==> src/rtl/hazard_scoreboard_if.sv <==
// Issue/fetch/status bundle between the pipeline and the hazard scoreboard.
// master drives issue and fetch requests; slave returns stalls and status.
interface hazard_scoreboard_if #(
  parameter int REG_W = 5,
  parameter int LAT_W = 3
);
  logic               issue_valid;
  logic               issue_wr;
  logic [REG_W-1:0]   issue_rd;
  logic [LAT_W-1:0]   issue_lat;
  logic               issue_kill;
  logic               FETCH_valid;
  logic [REG_W-1:0]   FETCH_rs1;
  logic [REG_W-1:0]   FETCH_rs2;
  logic               FETCH_stall;
  logic               ISSUE_stall;
  logic [2**REG_W-1:0] busy_vec;
  logic [REG_W:0]     pending_cnt;

  modport master (
    output issue_valid, issue_wr, issue_rd,
    output issue_lat, issue_kill,
    output FETCH_valid, FETCH_rs1, FETCH_rs2,
    input  FETCH_stall, ISSUE_stall,
    input  busy_vec, pending_cnt
  );

  modport slave (
    input  issue_valid, issue_wr, issue_rd,
    input  issue_lat, issue_kill,
    input  FETCH_valid, FETCH_rs1, FETCH_rs2,
    output FETCH_stall, ISSUE_stall,
    output busy_vec, pending_cnt
  );
endinterface

==> src/rtl/hazard_scoreboard.sv <==
// Per-register result-latency scoreboard producing RAW fetch stalls
// and WAW issue stalls; x0 is never tracked.
module hazard_scoreboard #(
  parameter int REG_W   = 5,
  parameter int LAT_W   = 3,
  parameter int MAX_LAT = 6
) (
  input logic               clk,
  input logic               rst,
  hazard_scoreboard_if.slave bus
);
  localparam int NREG = 2**REG_W;
  localparam logic [LAT_W-1:0] MAX_L = LAT_W'(MAX_LAT);
  localparam logic [LAT_W-1:0] TWO   = LAT_W'(2);

  logic [LAT_W-1:0]  cnt     [NREG];
  logic [LAT_W-1:0]  cnt_nxt [NREG];
  logic [NREG-1:0]   busy_nxt;
  logic [REG_W:0]    pend_nxt;
  logic [LAT_W-1:0]  eff_lat;
  logic              wr_req;
  logic              issue_stall;
  logic              accept;
  logic              haz1;
  logic              haz2;

  assign eff_lat = (bus.issue_lat > MAX_L) ? MAX_L
                                           : bus.issue_lat;

  assign wr_req = bus.issue_valid & bus.issue_wr
                & ~bus.issue_kill
                & (bus.issue_rd != '0);

  // An older, longer-latency write must finish first.
  assign issue_stall = wr_req & ~rst
                     & (cnt[bus.issue_rd] > eff_lat);

  assign accept = wr_req & (eff_lat != '0) & ~issue_stall;

  always_comb begin
    haz1 = 1'b0;
    haz2 = 1'b0;
    if (bus.FETCH_rs1 != '0 && cnt[bus.FETCH_rs1] >= TWO)
      haz1 = 1'b1;
    if (accept && bus.issue_rd == bus.FETCH_rs1
        && eff_lat >= TWO)
      haz1 = 1'b1;
    if (bus.FETCH_rs2 != '0 && cnt[bus.FETCH_rs2] >= TWO)
      haz2 = 1'b1;
    if (accept && bus.issue_rd == bus.FETCH_rs2
        && eff_lat >= TWO)
      haz2 = 1'b1;
  end

  assign bus.FETCH_stall = bus.FETCH_valid & ~rst
                         & (haz1 | haz2);
  assign bus.ISSUE_stall = issue_stall;

  always_comb begin
    busy_nxt = '0;
    pend_nxt = '0;
    for (int r = 0; r < NREG; r++) begin
      cnt_nxt[r] = (cnt[r] != '0) ? cnt[r] - 1'b1 : '0;
      if (accept && bus.issue_rd == REG_W'(r))
        cnt_nxt[r] = eff_lat;
      if (r == 0)
        cnt_nxt[r] = '0;
      busy_nxt[r] = (cnt_nxt[r] != '0);
      pend_nxt = pend_nxt + (REG_W+1)'(busy_nxt[r]);
    end
  end

  always_ff @(posedge clk or posedge rst) begin
    if (rst) begin
      for (int r = 0; r < NREG; r++)
        cnt[r] <= '0;
      bus.busy_vec    <= '0;
      bus.pending_cnt <= '0;
    end else begin
      for (int r = 0; r < NREG; r++)
        cnt[r] <= cnt_nxt[r];
      bus.busy_vec    <= busy_nxt;
      bus.pending_cnt <= pend_nxt;
    end
  end
endmodule
==> src/flat_wrapper.sv <==
// flat-port wrapper written by rule: the top's interface ports become plain ports
module hazard_scoreboard_flat 
#(
  parameter int REG_W   = 5,
  parameter int LAT_W   = 3,
  parameter int MAX_LAT = 6
)
  (clk, rst, bus_issue_valid, bus_issue_wr, bus_issue_rd, bus_issue_lat, bus_issue_kill, bus_FETCH_valid, bus_FETCH_rs1, bus_FETCH_rs2, bus_FETCH_stall, bus_ISSUE_stall, bus_busy_vec, bus_pending_cnt);
  hazard_scoreboard_if #(.REG_W(REG_W), .LAT_W(LAT_W)) bus_i ();
  input logic clk;
  input logic rst;
  input wire logic [$bits(bus_i.issue_valid)-1:0] bus_issue_valid;
  input wire logic [$bits(bus_i.issue_wr)-1:0] bus_issue_wr;
  input wire logic [$bits(bus_i.issue_rd)-1:0] bus_issue_rd;
  input wire logic [$bits(bus_i.issue_lat)-1:0] bus_issue_lat;
  input wire logic [$bits(bus_i.issue_kill)-1:0] bus_issue_kill;
  input wire logic [$bits(bus_i.FETCH_valid)-1:0] bus_FETCH_valid;
  input wire logic [$bits(bus_i.FETCH_rs1)-1:0] bus_FETCH_rs1;
  input wire logic [$bits(bus_i.FETCH_rs2)-1:0] bus_FETCH_rs2;
  output wire logic [$bits(bus_i.FETCH_stall)-1:0] bus_FETCH_stall;
  output wire logic [$bits(bus_i.ISSUE_stall)-1:0] bus_ISSUE_stall;
  output wire logic [$bits(bus_i.busy_vec)-1:0] bus_busy_vec;
  output wire logic [$bits(bus_i.pending_cnt)-1:0] bus_pending_cnt;
  assign bus_i.issue_valid = bus_issue_valid;
  assign bus_i.issue_wr = bus_issue_wr;
  assign bus_i.issue_rd = bus_issue_rd;
  assign bus_i.issue_lat = bus_issue_lat;
  assign bus_i.issue_kill = bus_issue_kill;
  assign bus_i.FETCH_valid = bus_FETCH_valid;
  assign bus_i.FETCH_rs1 = bus_FETCH_rs1;
  assign bus_i.FETCH_rs2 = bus_FETCH_rs2;
  assign bus_FETCH_stall = bus_i.FETCH_stall;
  assign bus_ISSUE_stall = bus_i.ISSUE_stall;
  assign bus_busy_vec = bus_i.busy_vec;
  assign bus_pending_cnt = bus_i.pending_cnt;
  hazard_scoreboard #(.REG_W(REG_W), .LAT_W(LAT_W), .MAX_LAT(MAX_LAT)) u_core (.clk(clk), .rst(rst), .bus(bus_i));
endmodule
==> config.mk <==
export PLATFORM = sky130hd
export DESIGN_NAME = hazard_scoreboard_flat
export DESIGN_NICKNAME = d
export VERILOG_FILES = /design/src/rtl/hazard_scoreboard_if.sv /design/src/rtl/hazard_scoreboard.sv /design/src/flat_wrapper.sv
export SDC_FILE = /design/constraint.sdc
export NUM_CORES = 1
export LEC_CHECK = 0
export BUFFER_PORTS_ARGS = -buffer_cell sky130_fd_sc_hd__buf_2
export CAP_MARGIN = 5
export CORE_ASPECT_RATIO = 1.75
export CORE_MARGIN = 3
export CORE_UTILIZATION = 45
export DETAILED_ROUTE_END_ITERATION = 8
export SLEW_MARGIN = 20
export SYNTH_ARGS = -nofsm -noshare
export SYNTH_HDL_FRONTEND = slang
export SYNTH_SLANG_ARGS = --single-unit
export TNS_END_PERCENT = 30
==> constraint.sdc <==
create_clock -name clk -period 7.5 [get_ports clk]
set_input_delay 0.375 -clock clk [delete_from_list [all_inputs] [get_ports clk]]
set_output_delay 0.375 -clock clk [all_outputs]
set_load 0.03 [all_outputs]
## After elaboration in Yosys (flattened, before gate mapping)

Index checks and enable logic that the tools add are counted.

- $add $sub $neg: 61
- Multiply operators: 0
- Div/mod/pow operators: 0
- $lt $le $gt $ge: 8
- Equality and inequality tests: 33
- Shift-type cells: 0
- Muxes and demuxes: 76
- Bitwise logic cells: 16
- Reduce and logical (&&, ||, !) cells: 103

Operators with widths:

| kind | count |
|---|---|
| $mux 3 | 69 |
| $reduce_bool 3->1 | 63 |
| $add 6x1->6 | 29 |
| $sub 3x1->3 const B | 31 |
| $eq 5x5->1 const B | 16 |
| $bmux 3 s5 | 3 |
| $eq 5x4->1 const B | 8 |
| $logic_and 1x1->1 | 37 |
| $eq 5x3->1 const B | 4 |
| $ge 6x6->1 const B | 3 |
| $not 5->6 | 3 |
| $reduce_bool 5->1 | 3 |
| $eq 5x2->1 const B | 2 |
| $eq 5x5->1 | 2 |
| $and 1x1->1 | 9 |
| $ge 3x2->1 const B | 3 |
| $eq 5x1->1 const B | 1 |
| $mux 1 | 4 |
| $gt 3x3->1 | 1 |
| $gt 3x3->1 const B | 1 |
| $not 1->1 | 3 |
| $add 1x1->2 | 1 |
| $or 1x1->1 | 1 |

- Bits in registers: 130
- Bits in latches: 0
- Memory bits (writable): 0
- Memory bits (read-only): 0
- Input port bits: 24
- Logic and storage cells: 330
- Memories: 0

## Longest topological paths before layout

Gate-level depths: netlist of run 1.

- Word-level depth: 41
- Depth in mapped cells: 30

## Least setup slack after synthesis of run 1

Ideal clock, no wire load.

- Path type: input port to flip-flop
- From: in bus_issue_rd[0]
- To: reg u_core.bus.pending_cnt[4]
- Library setup time: 0.080 ns
- Arrival time: 7.908 ns
- Required time: 7.420 ns
- Path slack: -0.488 ns
- Stages: 29
- Buffers on the path: 2
- Path through: buf_2 > buf_2 > mux4_2 > a22o_1 > a2111oi_0 > a21oi_1 > ha_1 > nor2b_1 > o21a_1 > o21ai_4 > nand4_2 > nor2_2 > a2111o_1 > ha_1 > fa_1 > fa_1 > fa_1 > inv_1 > fa_1 > inv_1 > fa_1 > inv_1 > fa_1 > inv_1 > ha_1 > fa_1 > a21o_1 > a21oi_1 > xnor2_1

- Longest elaborated chain between the ends: 41

Ends and longest elaborated chain:

| element | RTL line | text |
|---|---|---|
| start, declared | flat_wrapper.sv:14 | `input wire logic [$bits(bus_i.issue_rd)-1:0] bus_issue_rd;` |
| $not 5->6 (not written as such) | hazard_scoreboard.sv:36 | `& (cnt[bus.issue_rd] > eff_lat);` |
| $bmux 3 s5 | hazard_scoreboard.sv:36 |  |
| $mux 3 (not written as such) (2 in a row) | hazard_scoreboard.sv:36 |  |
| $gt 3x3->1 | hazard_scoreboard.sv:36 |  |
| $and 1x1->1 | hazard_scoreboard.sv:36 |  |
| $not 1->1 | hazard_scoreboard.sv:38 | `assign accept = wr_req & (eff_lat != '0) & ~issue_stall;` |
| $and 1x1->1 | hazard_scoreboard.sv:38 |  |
| $logic_and 1x1->1 * | hazard_scoreboard.sv:64 | `if (accept && bus.issue_rd == REG_W'(r))` |
| $mux 3 * | hazard_scoreboard.sv:64 |  |
| $reduce_bool 3->1 * | hazard_scoreboard.sv:68 | `busy_nxt[r] = (cnt_nxt[r] != '0);` |
| net u_core.busy_nxt[1] | hazard_scoreboard.sv:18 | `logic [NREG-1:0] busy_nxt;` |
| $add 1x1->2 * | hazard_scoreboard.sv:69 | `pend_nxt = pend_nxt + (REG_W+1)'(busy_nxt[r]);` |
| $add 6x1->6 * (29 in a row) | hazard_scoreboard.sv:69 |  |
| net u_core.pend_nxt[4] | hazard_scoreboard.sv:19 | `logic [REG_W:0] pend_nxt;` |
| end signal, assigned | hazard_scoreboard.sv:83 | `bus.pending_cnt <= pend_nxt;` |
| end, declared | hazard_scoreboard_if.sv:33 | `output busy_vec, pending_cnt` |

Mark *: on every way through the listed nets, which the timed path passes. The rest lies on a longest branch. The select of a mux whose other input is x is not followed.

## Worst setup path after layout of run 1

- From: reg u_core.cnt[1] (netlist name)
- To: reg u_core.bus.pending_cnt[4]

- Longest elaborated chain between the ends: 40

Ends and longest elaborated chain:

| element | RTL line | text |
|---|---|---|
| start, declared | hazard_scoreboard.sv:16 | `logic [LAT_W-1:0] cnt [NREG];` |
| start signal, assigned by index | hazard_scoreboard.sv:81 | `cnt[r] <= cnt_nxt[r];` |
| $bmux 3 s5 | hazard_scoreboard.sv:36 |  |
| $mux 3 (not written as such) (2 in a row) | hazard_scoreboard.sv:36 |  |
| $gt 3x3->1 | hazard_scoreboard.sv:36 |  |
| $and 1x1->1 | hazard_scoreboard.sv:36 |  |
| $not 1->1 | hazard_scoreboard.sv:38 |  |
| $and 1x1->1 | hazard_scoreboard.sv:38 |  |
| $logic_and 1x1->1 | hazard_scoreboard.sv:64 |  |
| $mux 3 | hazard_scoreboard.sv:64 |  |
| $reduce_bool 3->1 | hazard_scoreboard.sv:68 |  |
| $add 1x1->2 | hazard_scoreboard.sv:69 |  |
| $add 6x1->6 (28 in a row) | hazard_scoreboard.sv:69 |  |
| $add 6x1->6 * | hazard_scoreboard.sv:69 |  |
| net u_core.pend_nxt[4] | hazard_scoreboard.sv:19 |  |

Marked as above.

==> reports/metrics.yaml, run 1 <==
run_status: "completed"
final_nets: 1275
via_per_inst: 5.78
dieHeight_um: 198
timing.final.ws_setup_ns: 0.0533
critical_path_required_ns: 7.86
hold_violations: 0
r2r_end: "u_core.bus.pending_cnt[4]"
final_util_pct: 58.6
arrival_ns: 7.81
largest_stage_delay_on_the_critical_path_ns: 0.57
yosys_register_bits: 130
critPathLaunch: "u_core.cnt[1]"
numCtsBuffers: 17
clk_latency_ns: 0.44
routed-via-count: 8157
n_fill_cell: 1806
slew_headroom_pct: 34.1
drtPass1Iterations: 5
clk_root_buffer_cell: "sky130_fd_sc_hd__clkbuf_16"
initial_utilization_pct: 46.3
die_x_um: 116
maxClockFrequency_mhz: 134
max_slew.worst_pin.slew_ns: 0.986
number_of_nets_with_antenna_violations_after_routing: 0
irDropWorstVdd_mv: 0.388
finish_stage_setup_viols: 0
first_global_vias: 8248
cp_max_delay_cell: "sky130_fd_sc_hd__fa_1"
post_dp_hpwl_mm: 24.0
timing.critical_path.to_type: "flip-flop"
clockBufferDepth: 2
final_hold_slack_ns: 0.0480
post_route_cells_drive_above_1_share_pct: 36.4
synth.lib_cells_used.distinct: 61
syn_area_um2: 9510
grt_setup_unrepaired: "yes"
layout.area.seq_um2: 3250
core_area_um2: 20500
clk_sink_count: 130
detail_route.iter0.violations: 429
grt_first_pass_wirelength_mm: 46.4
worst_setup_hold_path_clk_slew_ns: 0.06
grt_max_degree: 73
cts.htree.levels: 4
preCtsSetupSlack_ns: -0.609
multiInputGateArea_um2: 5850
warning_count_from_the_yosys_run: 0
antenna_found_initial: 0
postSynthNetCount: 1052
layout_min_cycle_time_ns: 7.45
startpoint_types: "flip-flop"
floorplan.rows: 69
min-delay-path-class: "in2async"
die_area_um2: 23000
period_share_pct: 99.3
final_wl_mm: 30.7
tritoncts_clock_tree: "done"
worst_clock_skew_ns: 0.00632
worst-setup-path-type: "reg2reg"
finalMaxSlewViolations: 0
grt_overflow: 0
cp_max_fo: 4
async_reset_ff_share_pct: 100
worstReg2RegStart: "u_core.cnt[1]"
placement.io_buffers: 62
synth-edff-count: 0
dp_cells: 1377
cp_common_cell: "sky130_fd_sc_hd__fa_1"
gr-usage-all-layers_pct: 27.6
hold_buffers: 0
areaGrowthSynthToFinish_pct: 26.6
worst-r2r-cell-count: 29
n_antenna_cell: 0
ys_flop_type: "sky130_fd_sc_hd__dfrtp_1"
route.detailed.wl_per_inst_um: 21.7
cap_viol_max_count: 0
power_density_normalized_to_cell_area_nw_per_um2: 286
remaining_drc_errors: 0
post_synth_inst_count: 931
leakagePower_nw: 6.27
num_io_pins: 64
routabilityCongestion: 0.976
syn_avg_cell_area_um2: 10.2
worst_setup_path_endpoint: "u_core.bus.pending_cnt[4]"
ys_seq_area_share_pct: 34.2
reg2reg_setup_slack_ns: 0.05
setup-tns-final_ns: 0
final_cell_count_no_fill: 1412
## metal layers
metal	part of all wire [%]	global-route usage [%]	vias up
met5	0	0	-
met4	9.2	21.1	0
met3	4.5	4.74	133
met2	53	49.3	313
met1	33	27.8	4037
li1	-	-	3674
## how the worst min path moves through the flow
stage	start	to	slack [ns]	depth (start not counted)
after floorplan	u_core.cnt[43]	u_core.bus.busy_vec[17]	0.55	2
after CTS	rst	u_core.cnt[24]	0.08	2
after global routing	rst	u_core.cnt[24]	0.09	2
final	rst	u_core.cnt[24]	0.05	2
after detailed placement	rst	u_core.cnt[24]	0.52	2
after global placement	rst	u_core.cnt[24]	0.52	2
## flip-flops by register name, summed over array words and instances (netlist names)
register,count
u_core.cnt,93
u_core.bus.busy_vec,31
u_core.bus.pending_cnt,6
## cell families (layout without fill, tap and decap cells)
| kind of cell | count (synthesis) | count (layout) | synth area share [%] |
|---|---|---|---|
| simple gates | 273 | 273 | 14.9 |
| compound gates | 163 | 163 | 11.4 |
| buf+inv | 134 | 367 | 5.75 |
| flops | 130 | 130 | 34.2 |
| mux | 120 | 120 | 17.9 |
| fa+ha+maj | 97 | 97 | 14.6 |
| xor+xnor | 13 | 13 | 1.20 |
| other cells | 1 | 1 | 0.0394 |
## final cells by class
cell class / count / share of cell area (%)
clock inverters: 5 / 0.645
flip-flops and latches: 130 / 27.0
repair buffers: 239 / 13.9
clock buffers: 24 / 4.09
well taps: 248 / 2.58
multi-input cells: 667 / 48.6
inverters: 99 / 3.13
## critical path: cells and delay by family, from the launching register on
| family | cells | cell delay (ns) |
|---|---|---|
| fa+ha+maj | 9 | 3.86 |
| mux | 2 | 0.96 |
| simple gates | 4 | 0.48 |
| compound gates | 5 | 0.84 |
| xor+xnor | 1 | 0.12 |
| buf+inv | 8 | 0.67 |
| flops | 1 | 0.44 |
## Yosys cell counts, types with 2 or more instances
cell,number,area [um^2]
sky130_fd_sc_hd__o21a_1,5,37.5
sky130_fd_sc_hd__mux4_1,2,52.6
sky130_fd_sc_hd__buf_1,3,11.3
sky130_fd_sc_hd__a2111o_1,12,135
sky130_fd_sc_hd__o22ai_1,4,25.0
sky130_fd_sc_hd__mux2_2,85,957
sky130_fd_sc_hd__nand4_2,3,37.5
sky130_fd_sc_hd__xnor2_1,2,17.5
sky130_fd_sc_hd__a22o_1,3,26.3
sky130_fd_sc_hd__buf_4,7,52.6
sky130_fd_sc_hd__clkbuf_1,16,60.1
sky130_fd_sc_hd__a22oi_1,4,30.0
sky130_fd_sc_hd__nor4_1,2,12.5
sky130_fd_sc_hd__nor2_2,13,81.3
sky130_fd_sc_hd__nor4b_1,5,43.8
sky130_fd_sc_hd__mux2i_1,4,40.0
sky130_fd_sc_hd__nor2_1,89,334
sky130_fd_sc_hd__nand2b_1,35,219
sky130_fd_sc_hd__o21ai_0,41,205
sky130_fd_sc_hd__mux4_2,29,653
sky130_fd_sc_hd__and4_1,3,26.3
sky130_fd_sc_hd__nand2_1,68,255
sky130_fd_sc_hd__and2_1,6,37.5
sky130_fd_sc_hd__o211a_1,2,20.0
sky130_fd_sc_hd__a21oi_1,44,220
sky130_fd_sc_hd__buf_2,8,40.0
sky130_fd_sc_hd__inv_1,98,368
sky130_fd_sc_hd__fa_1,23,460
sky130_fd_sc_hd__a31oi_1,4,25.0
sky130_fd_sc_hd__xor2_1,11,96.3
sky130_fd_sc_hd__dfrtp_1,130,3250
sky130_fd_sc_hd__nor3b_1,7,52.6
sky130_fd_sc_hd__or4b_1,4,40.0
sky130_fd_sc_hd__a21o_1,3,22.5
sky130_fd_sc_hd__nor4_4,3,63.8
sky130_fd_sc_hd__a2111oi_0,8,70.1
sky130_fd_sc_hd__ha_1,74,926
sky130_fd_sc_hd__a211oi_1,21,158
sky130_fd_sc_hd__or2_2,3,18.8
sky130_fd_sc_hd__nor3_1,19,95.1
sky130_fd_sc_hd__nor2b_1,8,50.1
## cells in the final DEF (no fill, tap or decap), types with 22 or more instances in the layout
master and instances:
sky130_fd_sc_hd__mux4_2 29, sky130_fd_sc_hd__inv_1 94, sky130_fd_sc_hd__mux2_2 85, sky130_fd_sc_hd__a21oi_1 42, sky130_fd_sc_hd__fa_1 22, sky130_fd_sc_hd__nand2_1 68, sky130_fd_sc_hd__nor2_1 89, sky130_fd_sc_hd__nand2b_1 35
sky130_fd_sc_hd__dfrtp_1 129, sky130_fd_sc_hd__ha_1 72, sky130_fd_sc_hd__o21ai_0 41, sky130_fd_sc_hd__buf_4 174, sky130_fd_sc_hd__buf_2 60
## stage by stage
stage / cell area, um^2 / total power [mW]
2_1_floorplan: 9590 / 1.98
3_3_place_gp: 11300 / 2.60
3_5_place_dp: 11300 / 2.59
4_1_cts: 12000 / 3.48
5_1_grt: 12000 / 3.71
6_report: 12000 / 3.44
## power by group
part	total [mW]	switching [mW]	internal (mW)
sequential	0.885	0.0641	0.821
clock	0.825	0.308	0.517
combinational	1.73	0.997	0.736
## what timing repair did
action	in CTS	in global routing
gates resized for setup	21	3
pin swaps	25	9
setup endpoints to repair	4	4
setup buffers	4	2
(Power assumes the default switching activity.)
==> run 2, diff against run 1 <==
--- a/config.mk
+++ b/config.mk
@@ -11,6 +11,8 @@
 export CORE_MARGIN = 3
 export CORE_UTILIZATION = 45
 export DETAILED_ROUTE_END_ITERATION = 8
+export RECOVER_POWER = 25
+export SETUP_SLACK_MARGIN = 0.5
 export SLEW_MARGIN = 20
 export SYNTH_ARGS = -nofsm -noshare
 export SYNTH_HDL_FRONTEND = slang
==> reports/metrics.yaml, run 2 (synthesis results as in run 1) <==
power_density_normalized_to_cell_area_nw_per_um2: 292
n_antenna_cell: 0
die_area_um2: 23000
first_global_vias: 8228
numCtsBuffers: 17
clkPwrFrac_pct: 26.9
hold_violations: 0
period_share_pct: 99.2
layout_common_cells: "sky130_fd_sc_hd__buf_4, sky130_fd_sc_hd__dfrtp_1, sky130_fd_sc_hd__inv_1, sky130_fd_sc_hd__nor2_1, sky130_fd_sc_hd__mux2_2"
initial_utilization_pct: 46.3
via_per_inst: 5.69
switching_share_pct: 38.9
grt_setup_unrepaired: "yes"
dieHeight_um: 198
run_status: "finished with violations"
clk_latency_ns: 0.44
timing.critical_path.to_type: "flip-flop"
min-delay-path-class: "in2reg"
failed_checks: "max-capacitance violations, max-slew violations"
power.share.sequential_pct: 26.0
startpoint_types: "flip-flop"
antenna_found_initial: 0
finalMaxSlewViolations: 88
arrival_ns: 7.80
clk_sink_count: 130
setup-tns-final_ns: 0
final_cell_count_no_fill: 1382
routabilityCongestion: 0.991
leakagePower_nw: 6.15
core_area_um2: 20500
grt_first_pass_wirelength_mm: 45.9
cts.htree.levels: 4
critPathBufInv: 5
number_of_flip_flops_in_the_largest_register: 93
final_nets: 1242
clockBufferDepth: 2
cp_max_delay_cell: "sky130_fd_sc_hd__fa_2"
num_io_pins: 64
post_dp_hpwl_mm: 23.0
slew_headroom_pct: -178
placement.io_buffers: 62
clk_root_buffer_cell: "sky130_fd_sc_hd__clkbuf_16"
floorplan.rows: 69
remaining_drc_errors: 0
final_util_pct: 58.0
worst-setup-path-type: "reg2reg"
most_common_cell_after_layout_fill_and_taps_aside: "sky130_fd_sc_hd__buf_4"
layout_min_cycle_time_ns: 7.44
worst_setup_hold_path_clk_slew_ns: 0.06
cp_common_cell: "sky130_fd_sc_hd__fa_1"
critical-path-top-delay-family: "adder cells"
tritoncts_clock_tree: "done"
detail_route.iter0.violations: 444
cap_viol_max_count: 1
hold_buffers: 0
dp_cells: 1342
gr-usage-all-layers_pct: 27.1
grt_max_degree: 88
largest_stage_delay_on_the_critical_path_ns: 0.61
number_of_nets_with_antenna_violations_after_routing: 0
pwr-share-comb_pct: 47.1
areaGrowthSynthToFinish_pct: 25.3
grt_overflow: 0
die_x_um: 116
routed-via-count: 7866
top_register: "u_core.cnt"
cp_max_fo: 6
post_route_cells_drive_above_1_share_pct: 35.3
drtPass1Iterations: 5
final_hold_slack_ns: 0.505
final_wl_mm: 29.7
internal_power_mw: 2.13
power_mw: 3.48
worst_clock_skew_ns: 0.00699
max_slew.worst_pin.slew_ns: 4.14
route.detailed.wl_per_inst_um: 21.5
maxClockFrequency_mhz: 134
net_sw_power_mw: 1.35
critical_path_required_ns: 7.86
top_regs: "u_core.cnt (93), u_core.bus.busy_vec (31), u_core.bus.pending_cnt (6)"
irDropWorstVdd_mv: 0.292
finish_stage_setup_viols: 0
[run 2: through the flow]
stage	instance area [um^2]	worst slack (ns)
after floorplan	9600	0.189
after global placement	11100	-0.414
after detailed placement	11100	-0.590
after CTS	11800	0.145
after global routing	11900	-0.186
final	11900	0.0585
[run 2: power by group through the flow]
stage                     clock, mW  combinational (mW)  sequential, mW
after CTS                     0.952                1.65           0.902
after global placement            0                1.59           0.915
final                         0.937                1.64           0.904
after floorplan                   0               0.958            1.01
after detailed placement          0                1.61           0.912
after global routing          0.979                1.90           0.913
[run 2: path summary, 6_finish.rpt]
path | endpoint | start | cells after the start | slack, ns
max in group asynchronous | u_core.bus.pending_cnt[4] | rst | 3 | 4.32
max reg2reg | u_core.bus.pending_cnt[4] | u_core.cnt[61] | 27 | 0.06
min reg2reg | u_core.cnt[34] | u_core.cnt[33] | 2 | 0.65
min in group asynchronous | u_core.cnt[31] | rst | 2 | 1.22
max | u_core.bus.pending_cnt[4] | u_core.cnt[61] | 27 | 0.06
min | u_core.cnt[80] | bus_issue_lat[2] | 2 | 0.50
[run 2: area by class of cell]
cell class / instances / area, um^2
multi-input combinational: 667 / 5880
fill: 1813 / 8640
clock buffer: 19 / 453
clock inverter: 13 / 206
tap: 248 / 310
inverter: 99 / 373
sequential: 130 / 3250
timing repair buffer: 206 / 1440
[run 2: layer usage]
metal	vias to the layer above	part of all wire (%)	GRT usage [%]
li1	3609	-	-
met2	224	53	47.4
met4	0	9.1	21.3
met3	116	3.1	4.28
met5	-	0	0
met1	3917	35	28.1
[run 2: repair_timing]
item                                    in CTS  in global routing
buffers inserted                             4                  4
pin swaps                                   10                  7
endpoints found under the setup margin       6                  5
gates resized for setup                     15                 10
==> run 3, diff against run 2 <==
==> constraint.sdc (replaced) <==
create_clock -name clk -period 7.5 [get_ports clk]
set_input_delay 1.875 -clock clk [delete_from_list [all_inputs] [get_ports clk]]
set_output_delay 1.875 -clock clk [all_outputs]
set_load 0.03 [all_outputs]
==> reports/metrics.yaml, run 3 (synthesis results as in run 1) <==
run_status: "finished with violations"
failed_checks: "negative setup slack"
number_of_flip_flops_in_the_largest_register: 93
period_share_pct: 115
clk_sink_count: 130
top_regs: "u_core.cnt (93), u_core.bus.busy_vec (31), u_core.bus.pending_cnt (6)"
numCtsBuffers: 17
setup-tns-final_ns: -5.22
first_global_vias: 8400
grt_max_degree: 92
dpl-instance-area_um2: 11300
worstHoldPathCells: 2
final_nets: 1265
antenna_found_initial: 0
power_density_normalized_to_cell_area_nw_per_um2: 293
clockBufferDepth: 2
wl_met2_mm: 16.0
post_dp_hpwl_mm: 23.2
most_common_cell_after_layout_fill_and_taps_aside: "sky130_fd_sc_hd__buf_4"
core_area_um2: 20500
hold_buffers: 0
gr-usage-all-layers_pct: 27.6
worst-r2r-cell-count: 26
leakagePower_nw: 6.25
floorplan.rows: 69
post_route_cells_drive_above_1_share_pct: 36.9
layout_min_cycle_time_ns: 8.62
layout_common_cells: "sky130_fd_sc_hd__buf_4, sky130_fd_sc_hd__dfrtp_1, sky130_fd_sc_hd__inv_1, sky130_fd_sc_hd__nor2_1, sky130_fd_sc_hd__mux2_2"
reg2reg_setup_slack_ns: 0.15
critical_path_required_ns: 7.86
timing.final.ws_setup_ns: -1.12
initial_utilization_pct: 46.3
met3RoutedLength_mm: 1.27
routabilityCongestion: 0.981
remaining_drc_errors: 0
largest_stage_delay_on_the_critical_path_ns: 0.63
number_of_nets_with_antenna_violations_after_routing: 0
die_area_um2: 23000
worst_clock_skew_ns: 0.00968
areaGrowthSynthToFinish_pct: 27.6
slew_headroom_pct: 41.9
detail_route.iter0.violations: 578
clk_root_buffer_cell: "sky130_fd_sc_hd__clkbuf_16"
cts.htree.levels: 4
route.detailed.wl_per_inst_um: 21.4
max_slew.worst_pin.slew_ns: 0.872
preCtsSetupSlack_ns: -1.92
placement.io_buffers: 62
hold_violations: 0
cp_max_fo: 6
arrival_ns: 8.98
cp_common_cell: "sky130_fd_sc_hd__fa_1"
maxClockFrequency_mhz: 116
dieHeight_um: 198
worst_setup_hold_path_clk_slew_ns: 0.06
detail_route.wirelength.met1_mm: 10.2
finalMaxSlewViolations: 0
die_x_um: 116
cp_max_delay_cell: "sky130_fd_sc_hd__fa_2"
min-delay-path-class: "reg2reg"
drtPass1Iterations: 5
top_register: "u_core.cnt"
n_antenna_cell: 0
clk_latency_ns: 0.44
startpoint_types: "primary input"
maxUsedRoutingLayer: "met4"
worst-setup-path-type: "in2reg"
cap_viol_max_count: 0
timing.critical_path.to_type: "flip-flop"
finish_stage_setup_viols: 6
grt_first_pass_wirelength_mm: 46.6
irDropWorstVdd_mv: 0.466
via_per_inst: 5.69
grt_setup_unrepaired: "yes"
routed-via-count: 7989
num_io_pins: 64
grt_overflow: 0
layout.cell_area.non_filler_um2: 12100
tritoncts_clock_tree: "done"
final_wl_mm: 30.0
==> run 3: cell count changes in the layout (fill, tap and decap cells not counted), sizes merged <==
cell / before / now
bufinv: 5 / 4
clkbuf: 20 / 19
buf: 205 / 228
clkinvlp: 3 / 4
==> run 3: worst paths after layout <==
check,start,endpoint
hold reg to reg,u_core.cnt[9],u_core.cnt[10]
max in group asynchronous,rst,u_core.cnt[30]
setup / recovery,bus_issue_rd[0],u_core.bus.pending_cnt[4]
hold / removal,u_core.cnt[9],u_core.cnt[10]
setup reg to reg,u_core.cnt[2],u_core.bus.pending_cnt[4]
min in group asynchronous,rst,u_core.cnt[24]
==> run 3: per-stage QoR <==
stage / power, mW / hold WS, ns / instances / utilization [%]
final: 3.56 / 0.656 / 1404 / 59.0
after global routing: 3.84 / 0.696 / 1404 / 59.0
after global placement: 2.56 / 0.637 / 1364 / 54.8
after CTS: 3.60 / 0.643 / 1404 / 59.0
after detailed placement: 2.55 / 0.636 / 1364 / 54.8
after floorplan: 1.97 / 0.550 / 931 / -
==> run 3: cell type report <==
class | count | area [um^2]
clock inverter | 13 | 186
inverter | 99 | 377
tap | 248 | 310
clock buffer | 18 | 439
multi-input combinational | 667 | 5900
sequential | 130 | 3250
fill | 1806 | 8420
timing repair buffer | 229 | 1670
==> run 3: critical path, delay by kind of cell <==
family / cells / cell delay, ns
AOI/OAI and AO/OA: 7 / 1.29
buffers and inverters: 9 / 0.71
muxes: 1 / 0.49
adders and majority gates: 9 / 3.94
and+or+nand+nor: 4 / 0.56
xor gates and xnor gates: 1 / 0.12
==> run 3: repair_timing <==
action                     CTS  global route
resized for setup           43             0
pin swaps                   30             1
buffers inserted             9             0
setup endpoints to repair    7             7
==> run 3: power by group <==
group / leakage (nW) / internal [mW] / switching [mW]
registers: 1.79 / 0.820 / 0.0906
clock network: 0.294 / 0.562 / 0.338
logic: 4.16 / 0.760 / 0.986
total: 6.25 / 2.14 / 1.41
==> run 3: per-layer routing <==
metal,track usage [%],vias to the layer above
li1,-,3664
met1,28.1,3930
met2,49.4,273
met3,5.26,122
met4,19.1,0
met5,0,-
